[src/rtl/climate_classifier_mc.sv]
// Multi-channel block-averaging climate classifier with valid/ready streams.
// Optional CLIMATE_CHANGE_ONLY_EN: emit a result only when a channel's class changes.
module climate_classifier_mc #(
    parameter int NUM_CH   = 4,
    parameter int AVG_LOG2 = 2,
    parameter int TW       = 32,
    parameter int PW       = 32,
    parameter logic signed [TW-1:0] SNOW_T_MIN  = TW'(-20),
    parameter logic signed [TW-1:0] SNOW_T_MAX  = TW'(10),
    parameter logic [PW-1:0]        SNOW_P_MIN  = PW'(900),
    parameter logic [PW-1:0]        SNOW_P_MAX  = PW'(1050),
    parameter logic signed [TW-1:0] SUN_T_MIN   = TW'(11),
    parameter logic signed [TW-1:0] SUN_T_MAX   = TW'(50),
    parameter logic [PW-1:0]        SUN_P_MIN   = PW'(1051),
    parameter logic [PW-1:0]        SUN_P_MAX   = PW'(1120),
    parameter logic signed [TW-1:0] STORM_T_MIN = TW'(51),
    parameter logic [PW-1:0]        STORM_P_MAX = PW'(899),
    localparam int CW = (NUM_CH > 1) ? $clog2(NUM_CH) : 1
) (
    input  logic                 clk,
    input  logic                 rst,
    input  logic                 in_valid,
    output logic                 in_ready,
    input  logic [CW-1:0]        in_chan,
    input  logic signed [TW-1:0] in_temp,
    input  logic [PW-1:0]        in_press,
    output logic                 out_valid,
    input  logic                 out_ready,
    output logic [CW-1:0]        out_chan,
    output logic [1:0]           out_class,
    output logic signed [TW-1:0] out_avg_temp,
    output logic [PW-1:0]        out_avg_press,
    output logic                 bad_chan
);

    localparam int TAW = TW + AVG_LOG2;
    localparam int PAW = PW + AVG_LOG2;
    localparam int CNW = (AVG_LOG2 > 0) ? AVG_LOG2 : 1;

    typedef enum logic [1:0] {IDLE, ACCUM, CLASSIFY, OUTPUT} state_t;

    state_t state_q, state_d;

    logic [CW-1:0]         chan_q;
    logic signed [TW-1:0]  temp_q;
    logic [PW-1:0]         press_q;
    logic signed [TAW-1:0] acc_t_q [NUM_CH];
    logic [PAW-1:0]        acc_p_q [NUM_CH];
    logic [CNW-1:0]        cnt_q   [NUM_CH];

    logic [CW-1:0]         out_chan_q;
    logic [1:0]            out_class_q;
    logic signed [TW-1:0]  out_avg_temp_q;
    logic [PW-1:0]         out_avg_press_q;

    logic                  take;
    logic                  chan_ok;
    logic                  blk_done;
    logic                  emit;
    logic signed [TAW-1:0] sum_t;
    logic [PAW-1:0]        sum_p;
    logic signed [TW-1:0]  avg_t;
    logic [PW-1:0]         avg_p;
    logic [1:0]            cls;

`ifdef CLIMATE_CHANGE_ONLY_EN
    // bit 2 set means no class has been reported yet
    logic [2:0]            last_q [NUM_CH];
`endif

    assign take     = in_valid && (state_q == IDLE) && !rst;
    assign chan_ok  = {1'b0, chan_q} < (CW+1)'(NUM_CH);
    assign blk_done = chan_ok && ((AVG_LOG2 == 0) || (&cnt_q[chan_q]));
    assign sum_t    = acc_t_q[chan_q];
    assign sum_p    = acc_p_q[chan_q];
    assign avg_t    = TW'(sum_t >>> AVG_LOG2);
    assign avg_p    = PW'(sum_p >> AVG_LOG2);

`ifdef CLIMATE_CHANGE_ONLY_EN
    assign emit = ({1'b0, cls} != last_q[chan_q]);
`else
    assign emit = 1'b1;
`endif

    assign out_chan      = out_chan_q;
    assign out_class     = out_class_q;
    assign out_avg_temp  = out_avg_temp_q;
    assign out_avg_press = out_avg_press_q;

    // Classify the averaged sample; earlier windows take priority
    always_comb begin
        cls = 2'd3;
        if (avg_t >= SNOW_T_MIN && avg_t <= SNOW_T_MAX &&
            avg_p >= SNOW_P_MIN && avg_p <= SNOW_P_MAX) begin
            cls = 2'd0;
        end else if (avg_t >= SUN_T_MIN && avg_t <= SUN_T_MAX &&
                     avg_p >= SUN_P_MIN && avg_p <= SUN_P_MAX) begin
            cls = 2'd1;
        end else if (avg_t >= STORM_T_MIN && avg_p <= STORM_P_MAX) begin
            cls = 2'd2;
        end
    end

    // State register
    always_ff @(posedge clk) begin
        if (rst) state_q <= IDLE;
        else     state_q <= state_d;
    end

    // Next-state and handshake outputs
    always_comb begin
        state_d   = state_q;
        in_ready  = 1'b0;
        out_valid = 1'b0;
        bad_chan  = 1'b0;
        unique case (state_q)
            IDLE: begin
                in_ready = !rst;
                if (in_valid && !rst) state_d = ACCUM;
            end
            ACCUM: begin
                bad_chan = !chan_ok && !rst;
                state_d  = blk_done ? CLASSIFY : IDLE;
            end
            CLASSIFY: begin
                state_d = emit ? OUTPUT : IDLE;
            end
            OUTPUT: begin
                out_valid = !rst;
                if (out_ready) state_d = IDLE;
            end
            default: state_d = IDLE;
        endcase
    end

    // Sample capture, per-channel accumulation and result registers
    always_ff @(posedge clk) begin
        if (rst) begin
            chan_q          <= '0;
            temp_q          <= '0;
            press_q         <= '0;
            out_chan_q      <= '0;
            out_class_q     <= '0;
            out_avg_temp_q  <= '0;
            out_avg_press_q <= '0;
            for (int i = 0; i < NUM_CH; i++) begin
                acc_t_q[i] <= '0;
                acc_p_q[i] <= '0;
                cnt_q[i]   <= '0;
`ifdef CLIMATE_CHANGE_ONLY_EN
                last_q[i]  <= 3'b100;
`endif
            end
        end else begin
            if (take) begin
                chan_q  <= in_chan;
                temp_q  <= in_temp;
                press_q <= in_press;
            end
            if (state_q == ACCUM && chan_ok) begin
                acc_t_q[chan_q] <= acc_t_q[chan_q] + TAW'(temp_q);
                acc_p_q[chan_q] <= acc_p_q[chan_q] + PAW'(press_q);
                cnt_q[chan_q]   <= blk_done ? '0 : CNW'(cnt_q[chan_q] + 1'b1);
            end
            if (state_q == CLASSIFY) begin
                acc_t_q[chan_q] <= '0;
                acc_p_q[chan_q] <= '0;
                if (emit) begin
                    out_chan_q      <= chan_q;
                    out_class_q     <= cls;
                    out_avg_temp_q  <= avg_t;
                    out_avg_press_q <= avg_p;
`ifdef CLIMATE_CHANGE_ONLY_EN
                    last_q[chan_q]  <= {1'b0, cls};
`endif
                end
            end
        end
    end

endmodule

[config.mk]
export PLATFORM = sky130hd
export DESIGN_NAME = climate_classifier_mc
export DESIGN_NICKNAME = d
export VERILOG_FILES = /design/src/rtl/climate_classifier_mc.sv
export SDC_FILE = /design/constraint.sdc
export NUM_CORES = 1
export LEC_CHECK = 0
export BUFFER_PORTS_ARGS = -buffer_cell sky130_fd_sc_hd__clkbuf_2
export CAP_MARGIN = 20
export CORE_UTILIZATION = 65
export CTS_CLUSTER_SIZE = 24
export DETAILED_ROUTE_END_ITERATION = 10
export PLACE_DENSITY = 0.85
export SLEW_MARGIN = 25
export SYNTH_ARGS = -nofsm -noshare
export SYNTH_HDL_FRONTEND = slang
export SYNTH_SLANG_ARGS = --single-unit
[constraint.sdc]
create_clock -name clk -period 11.75 [get_ports clk]
set_input_delay 1.175 -clock clk [delete_from_list [all_inputs] [get_ports clk]]
set_output_delay 1.175 -clock clk [all_outputs]
set_load 0.05 [all_outputs]
# Word level (Yosys, flattened, before mapping)
# Memories as Yosys holds them, arrays and structs flattened. A register that Yosys moved wholly into a read port is not among the register bits.
# Cells that the tools add are included.
totals:
  romBits: 0
  register_bits: 136
  elab_cells: 83
  ram_bits: 280
  memories: 3
  out_inout_bits: 71
  latchBits: 0
  inputBits: 70
classes:
  n_addsub: 3
  n_shift: 0
  bitwise_logic: 2
  order_cmp: 10
  div: 0
  mul: 0
  reduce_logical: 17
  n_eq_ne: 5
  muxes: 35
mem_list:
  columns: ["memory", "depth", "word_bits", "rd", "rd_clocked_by_memory_dff", "write_ports", "line_no", "text"]
  rows:
  - ["acc_p_q", 4, 34, 1, 1, 4, "48", "logic [PAW-1:0] acc_p_q [NUM_CH];"]
  - ["acc_t_q", 4, 34, 1, 1, 4, "47", "logic signed [TAW-1:0] acc_t_q [NUM_CH];"]
  - ["cnt_q", 4, 2, 1, 1, 4, "49", "logic [CNW-1:0] cnt_q [NUM_CH];"]
op_table:
  columns: ["cell", "n"]
  rows:
  - ["$mux W34", 4]
  - ["$add A34 B32 Y34", 2]
  - ["$reduce_or A34 Y1", 2]
  - ["$le A32 B11 Y1 const B", 2]
  - ["$ge A32 B10 Y1 const B", 1]
  - ["$ge A32 B11 Y1 const B", 1]
  - ["$ge A32 B5 Y1 const B", 1]
  - ["$ge A32 B6 Y1 const B", 1]
  - ["$ge A32 B7 Y1 const B", 1]
  - ["$le A32 B10 Y1 const B", 1]
  - ["$le A32 B5 Y1 const B", 1]
  - ["$le A32 B7 Y1 const B", 1]
  - ["$mux W2", 16]
  - ["$mux W1", 14]
  - ["$logic_and A1 B1 Y1", 10]
  - ["$pmux W2 S4", 1]
  - ["$eq A2 B2 Y1 const B", 2]
  - ["$reduce_and A2 Y1", 2]
  - ["$add A2 B1 Y2 const B", 1]
  - ["$eq A2 B1 Y1 const B", 1]
  - ["$logic_not A2 Y1", 1]
  - ["$ne A2 B1 Y1 const B", 1]
  - ["$ne A2 B2 Y1 const B", 1]
  - ["$or A1 B1 Y1", 2]
  - ["2 further kinds", 2]

# Longest topological paths before layout
# Gate-level depths: netlist (run 1).
depth:
  word_depth: 7
  depth_mapped: 17

# Least setup slack after synthesis (run 1)
# Ideal clock, no wire load.
synth_path:
  path_type: "register to register"
  start: "register (tool-made name)"
  end: "memory acc_p_q[0][18] (netlist bit), data pin"
  slack_ps: 7436
  stages_incl_launch_ff: 17
  arrival_ps: 4028
  path_buffers: 4
  setup_time_ps: 285
  required_time_ps: 11465
  cell_sequence: "dfxtp_1 buf_2 buf_2 clkbuf_1 clkbuf_1 mux4_2 ha_1 inv_1 fa_1 nor2b_1 o21ai_0 a211oi_1 o211ai_1 a21oi_1 mux2i_1 a2111oi_0 nor2_1"
synth_rtl:
  columns: ["item", "line_no"]
  rows:
  - ["end, declared", "48"]

==> results by group, run 1 <==
Outcome
  • Outcome: complete, no violations

Drt
  • Detailed-route via count: ~16000
  • First-pass detailed-route iteration total: 5
  • Antenna-violating nets left: 0
  • Drt via density: 6.47
  • Total Wirelength: 53100 um
  • DRT iter0 DRCs: 2014
  • DRC: 0
  • WL/cell: 21.6 um

Yosys
  • Share of the synthesized area in the top cell type: 0.413
  • Top FF cell, synth: edfxtp_1
  • Area contributors post-synth: edfxtp_1, dfxtp_1, mux4_2, nand2_1, a21oi_1
  • Yosys warns: 0
  • Yosys reg bits: 418
  • Post-synth ARST share: 0
  • Mapped Avg Cell Area: 10.5 um^2
  • Post-synth EDFFs: between 200 and 300
  • Post-synth top area cell: edfxtp_1
  • Post-Synthesis Cells: just under 2000
  • Mapped Nets: 2073
  • Post-synthesis sequential area ratio: 0.549
  • Mapped Area: approximately 0.020 mm^2
  • Cell variety after synth: between 70 and 80

CTS
  • Inserted Clock Buffers: 42
  • Cts hold-fix bufs: 0
  • H-Tree Depth: 2
  • Post-CTS sizing: 0
  • Clk_lat worst skew: 0.55 ns
  • CTS max path bufs: 3
  • Post-CTS Setup Repair Bufs: 0
  • Clock Sinks: 418
  • CTS tree: built
  • Clock Pin Slew Worst Setup and Hold Paths: 0.06 ns
  • Root Buffer: clkbuf_16

Final layout
  • Most frequent cells in the layout: nand2_1, edfxtp_1, nor2_1
  • Diode count: 0
  • Share of layout cells above drive strength 1: 0.157
  • Most common cell after layout, fill and taps aside: nand2_1
  • Util after Layout: 0.740
  • Synth-to-Final Area Change: 11.4%
  • NumNets Final: about 2200

Die
  • Starting Density: 0.664
  • Die H: 179 um
  • Core Region: 0.0307 mm^2
  • Die area: 0.0320 mm^2
  • Num ports: about 140
  • Row cnt: 64
  • Die X: roughly 180 um

Timing
  • Slew at the pin with the worst max-slew slack: 1.09 ns
  • Fin crit share: 0.485
  • Final Skew: between 0.01 and 0.015 ns
  • Setup violators final: 0
  • Slew margin rel.: 0.274
  • FMAX: about 0.18 GHz
  • Fin. max-slew vios: 0
  • Fin. Hold Viols: 0
  • Worst hold slack: around 0.45 ns
  • Post-layout min period: 5.70 ns
  • Setup TNS: 0 ns
  • RSZ-0062 raised after global routing: false

Power
  • Power share of the clock group: 0.395
  • Switching Power: 0.000855 W
  • Switching share of power: 0.253
  • Internal Pwr Total: 0.00253 W
  • Power Total: 0.00338 W
  • Sequential Power Share: 0.488
  • Combinational power share: 0.117
  • Leakage: 8.86 nW
  • Worst vdd ir: 0.127 mV
  • Pwr/cell area: 149 mW/mm^2

Placement
  • DP Wirelength: 33600 um
  • Gpl congestion: 0.991
  • Port Buffers: 139

Global route
  • GRT Util Overall: 0.337
  • Largest net degree at the start of global routing: 69
  • GR peak layer: met2
  • GRT Residual Overflow: 0
  • Grt met3 use: 0.0520
  • Initial antenna violation count: 0
  • Met1 track demand over resource: 0.442
  • Grt met2 use: 0.561
  • First-pass GRT wire length: 81600 um
  • Number of global-route vias before repair: 15300

Setup path
  • Worst Setup Path Type: register to register
  • Worst-path fanout max: 39
  • Worst setup SP type: register
  • CP endpoint kind: register
  • Required time worst endpoint: 12.00 ns
  • Worst Path Arrival: 5.95 ns

Job
  • MaxCap Viol Count: 0

Hold path
  • Hold WC Path Type: register to register
==> through the flow <==
step	cells	worst slack, ns	instance area (um^2)
3_3_place_gp	2384	6.30	21300
6_report	2462	6.05	22700
3_5_place_dp	2384	6.14	21300
2_1_floorplan	1935	7.44	20400
4_1_cts	2462	6.10	22700
5_1_grt	2462	5.70	22700
==> cells by family after synthesis <==
logic type,Yosys count,share of synthesized area
buffers and inverters,169,0.0334
AO/OA/AOI/OAI,362,0.109
multiplexers,75,0.0799
other,1,0.000184
AND/OR/NAND/NOR,805,0.171
XOR/XNOR,37,0.0159
flip-flops,418,0.549
adder cells (fa/ha/maj),68,0.0425
==> path summary, 6_finish.rpt <==
kind              slack [ns]              from  cells past startpoint          endpoint
setup reg to reg        6.05          register                     12    acc_t_q[3][30]
setup / recovery        6.05          register                     12    acc_t_q[3][30]
hold / removal          0.45  out_avg_temp[17]                      2  out_avg_temp[17]
hold reg to reg         0.45  out_avg_temp[17]                      2  out_avg_temp[17]
==> synthesized netlist by cell type, drive strengths merged (18+ instances only) <==
| library cell | n |
|---|---|
| dfxtp | 138 |
| nor3 | 58 |
| clkbuf | 81 |
| o21ai | 34 |
| nor4 | 21 |
| ha | 66 |
| buf | 25 |
| mux4 | 70 |
| a21o | 40 |
| nor2 | 250 |
| nand3 | 27 |
| xnor2 | 23 |
| inv | 63 |
| nand2 | 347 |
| edfxtp | 280 |
| a21oi | 191 |
| nand2b | 18 |
==> critical path, stage by stage (launching register included) <==
cell and delay (ns):
dfxtp_4 0.79, buf_4 0.77, mux4_2 0.37, ha_1 0.21
inv_1 0.07, fa_1 0.40, nand2b_1 0.22, a21o_1 0.21
a211o_1 0.31, a2111oi_1 0.80, o21ai_1 0.28, a21oi_1 0.73
o211ai_1 0.22
==> routing by layer <==
layer | routed length [um] | vias up
met1 | 19900 | 7589
met4 | 2280 | 0
met5 | 0 | -
met2 | 25600 | 975
li1 | - | 7177
met3 | 5350 | 194
==> power groups by stage <==
stage / registers (W) / clock network [W] / logic (W)
2_1_floorplan: 0.00168 / 0 / 0.000272
3_3_place_gp: 0.00168 / 0 / 0.000371
3_5_place_dp: 0.00168 / 0 / 0.000382
4_1_cts: 0.00165 / 0.00134 / 0.000386
5_1_grt: 0.00166 / 0.00140 / 0.000424
6_report: 0.00165 / 0.00134 / 0.000395
==> layout make-up <==
cell class,instances,area (um^2)
timing repair buffer,159,848
multi-input combinational,1348,8550
fill,2075,7990
tap,396,495
inverter,63,236
sequential,418,11200
clock buffer,59,1260
clock inverter,19,119
==> state kept, by name (all words and copies together) (netlist names), named ones only <==
name / count
acc_p_q: 136
out_avg_press: 32
press_q: 32
temp_q: 32
chan_q: 2
cnt_q: 8
acc_t_q: 136
state_q: 1
out_avg_temp: 32
out_chan: 2
out_class: 2
(Power assumes the default switching activity.)
==> inputs of run 2 (changes only) <==
Settings changed: ABC_AREA set to 1, CORE_UTILIZATION 65 to 61, PLACE_DENSITY 0.85 to 0.8.
Clock period 11.75 ns to 5.9 ns, I/O delays scaled along.
==> run 2 against run 1 <==
Clock-buffer cell count rose by 8. Flip-flop and latch count did not move. Clock skew rose by 0.011 ns. First-iteration DRC count rose by 7.2%.
==> results by group, run 2 <==
Timing
  • Setup TNS: 0 ns
  • Slew at the pin with the worst max-slew slack: between 1 and 1.5 ns
  • Fin. Hold Viols: 0
  • FMAX: 0.221 GHz
  • Setup violators final: 0
  • Worst hold slack: 0.267 ns
  • Setup ws final: 1.37 ns
  • Fin. max-slew vios: 0
  • Fin crit share: 0.768
  • Post-layout min period: 4.53 ns
  • Slew margin rel.: 0.280
  • RSZ-0062 raised after global routing: false
  • Final Skew: 0.0222 ns

Yosys
  • Share of the synthesized area in the top cell type: 0.387
  • Mapped Avg Cell Area: 8.01 um^2
  • Most instantiated cells after synthesis: nand2_1, nor2_1, edfxtp_1, inv_1, nand3_1
  • Post-synth EDFFs: 280
  • Top FF cell, synth: edfxtp_1
  • Area contributors post-synth: edfxtp_1, dfxtp_1, nand2_1, nor2_1, nand3_1
  • Cell variety after synth: 44
  • Yosys warns: 0
  • Post-Synthesis Cells: 2712
  • Post-synthesis sequential area ratio: 0.514
  • Post-synth top area cell: edfxtp_1
  • Mapped Nets: 2850
  • Post-synth ARST share: 0
  • Leading cell type by number of instances after synthesis: nand2_1
  • Mapped Area: 0.0217 mm^2
  • Yosys reg bits: 418

Final layout
  • Layout Cells excl Fill: 3282
  • Share of layout cells above drive strength 1: 0.0952
  • Register area: 0.0112 mm^2
  • NumNets Final: 2931
  • Area of the multi-input gates: 0.00897 mm^2
  • Most frequent cells in the layout: nand2_1, nor2_1, edfxtp_1
  • Filler cell count: 2800
  • Most common cell after layout, fill and taps aside: nand2_1
  • Largest registers: acc_p_q x136, acc_t_q x136
  • Synth-to-Final Area Change: 10.4%
  • Diode count: 0

Global route
  • Number of global-route vias before repair: 17900
  • First-pass GRT wire length: 95700 um
  • Initial antenna violation count: 0
  • Largest net degree at the start of global routing: 97
  • GRT Util Overall: 0.343
  • GRT Residual Overflow: 0

Die
  • Row cnt: ~70
  • Starting Density: 0.624
  • Die H: 191 um
  • Core Region: 0.0348 mm^2
  • Die X: 191 um
  • Num ports: about 140
  • Die area: 0.0364 mm^2

CTS
  • Clock Pin Slew Worst Setup and Hold Paths: around 0.060 ns
  • H-Tree Depth: 2
  • Post-CTS Setup Repair Bufs: 0
  • Post-CTS sizing: 0
  • Clock Sinks: 418
  • Root Buffer: clkbuf_16
  • Inserted Clock Buffers: 44
  • Cts hold-fix bufs: 0
  • Clk_lat worst skew: a little under 0.6 ns
  • CTS tree: built
  • CTS max path bufs: 3

Placement
  • Placed Cells incl. Taps: 3202
  • Port Buffers: 139
  • DP Wirelength: 41400 um
  • Pre-CTS setup slack: 1.47 ns
  • Gpl congestion: 0.962

Power
  • Pwr/cell area: 308 mW/mm^2
  • Power Total: 0.00738 W
  • Leakage: ~11 nW
  • Worst vdd ir: 0.356 mV

Drt
  • WL/cell: 18.7 um
  • Drt via density: roughly 5.8
  • Detailed-route via count: 18900
  • DRT iter0 DRCs: 2159
  • Total Wirelength: 61400 um
  • Antenna-violating nets left: 0
  • DRC: 0
  • First-pass detailed-route iteration total: 7

Hold path
  • Hold WC Path Type: input pin to register

Setup path
  • Worst-path fanout max: 50
  • Crit-path cells: buf_4 -> buf_4 -> nand2_1 -> nand3_1 -> nand2_1 -> inv_1 -> ha_1 -> a21oi_1 -> o21ai_0 -> a21oi_1 -> nand2_1 -> a21oi_1 -> inv_1 -> or2_2 -> nand3_1 -> nor2_1
  • Buf/Inv on CP: 4
  • Required time worst endpoint: ~6 ns
  • Slowest stage cell, crit path: dfxtp_4
  • Worst Path Arrival: about 4.8 ns
  • Worst setup SP type: register
  • Slowest stage delay, CP: 0.72 ns
  • CP delay by family, top: buffers and inverters
  • CP endpoint kind: register
  • Worst Setup Path Type: register to register

Outcome
  • Outcome: complete, no violations

Job
  • MaxCap Viol Count: 0
run 2: cells by family after synthesis:
kind of cell / synth area share
AO/OA/AOI/OAI: 0.0974
XOR/XNOR: 0.00564
adder cells (fa/ha/maj): 0.0398
buffers and inverters: 0.0754
flip-flops: 0.514
other: 0.000173
AND/OR/NAND/NOR: 0.267
run 2: cell type report:
| cell class | instances | share of cell area |
|---|---|---|
| sequential | 418 | 0.466 |
| multi-input combinational | 1894 | 0.374 |
| clock buffer | 67 | 0.0523 |
| inverter | 273 | 0.0429 |
| timing repair buffer | 162 | 0.0369 |
| tap | 455 | 0.0237 |
| clock inverter | 13 | 0.00428 |
run 2: worst paths after layout:
check	slack [ns]	to	depth (start not counted)	start
setup / recovery	1.37	acc_t_q[1][20]	16	register
hold / removal	0.27	temp_q[22]	3	in_temp[22]
setup reg to reg	1.37	acc_t_q[1][20]	16	register
hold reg to reg	0.47	out_class[0]	2	out_class[0]
run 2: worst register-to-register path, stage by stage, from the launching register on:
cell and delay (ns):
dfxtp_4 0.72, buf_4 0.60, buf_4 0.53, nand2_1 0.11, nand3_1 0.10, nand2_1 0.20
inv_1 0.12, ha_1 0.28, a21oi_1 0.20, o21ai_0 0.15, a21oi_1 0.20, nand2_1 0.12
a21oi_1 0.28, inv_1 0.09, or2_2 0.28, nand3_1 0.18, nor2_1 0.07
run 2: metal layers:
metal | GRT usage | vias to the layer above | share of wire
li1 | - | 9094 | -
met1 | 0.484 | 8803 | 0.42
met2 | 0.541 | 936 | 0.46
met3 | 0.0585 | 103 | 0.095
met4 | 0.100 | 0 | 0.024
met5 | 0 | - | 0
run 2: where the power goes:
group / leakage [nW] / internal (W) / switching, W
registers: 4.03 / 0.00329 / 0.0000754
clock network: 0.665 / 0.00151 / 0.00114
logic: 5.81 / 0.000360 / 0.00100
run 2: through the flow:
stage / util / area, um^2
floorplan: - / 21700
global placement: 0.650 / 22600
detailed placement: 0.650 / 22600
CTS: 0.689 / 24000
global route: 0.689 / 24000
finish: 0.689 / 24000
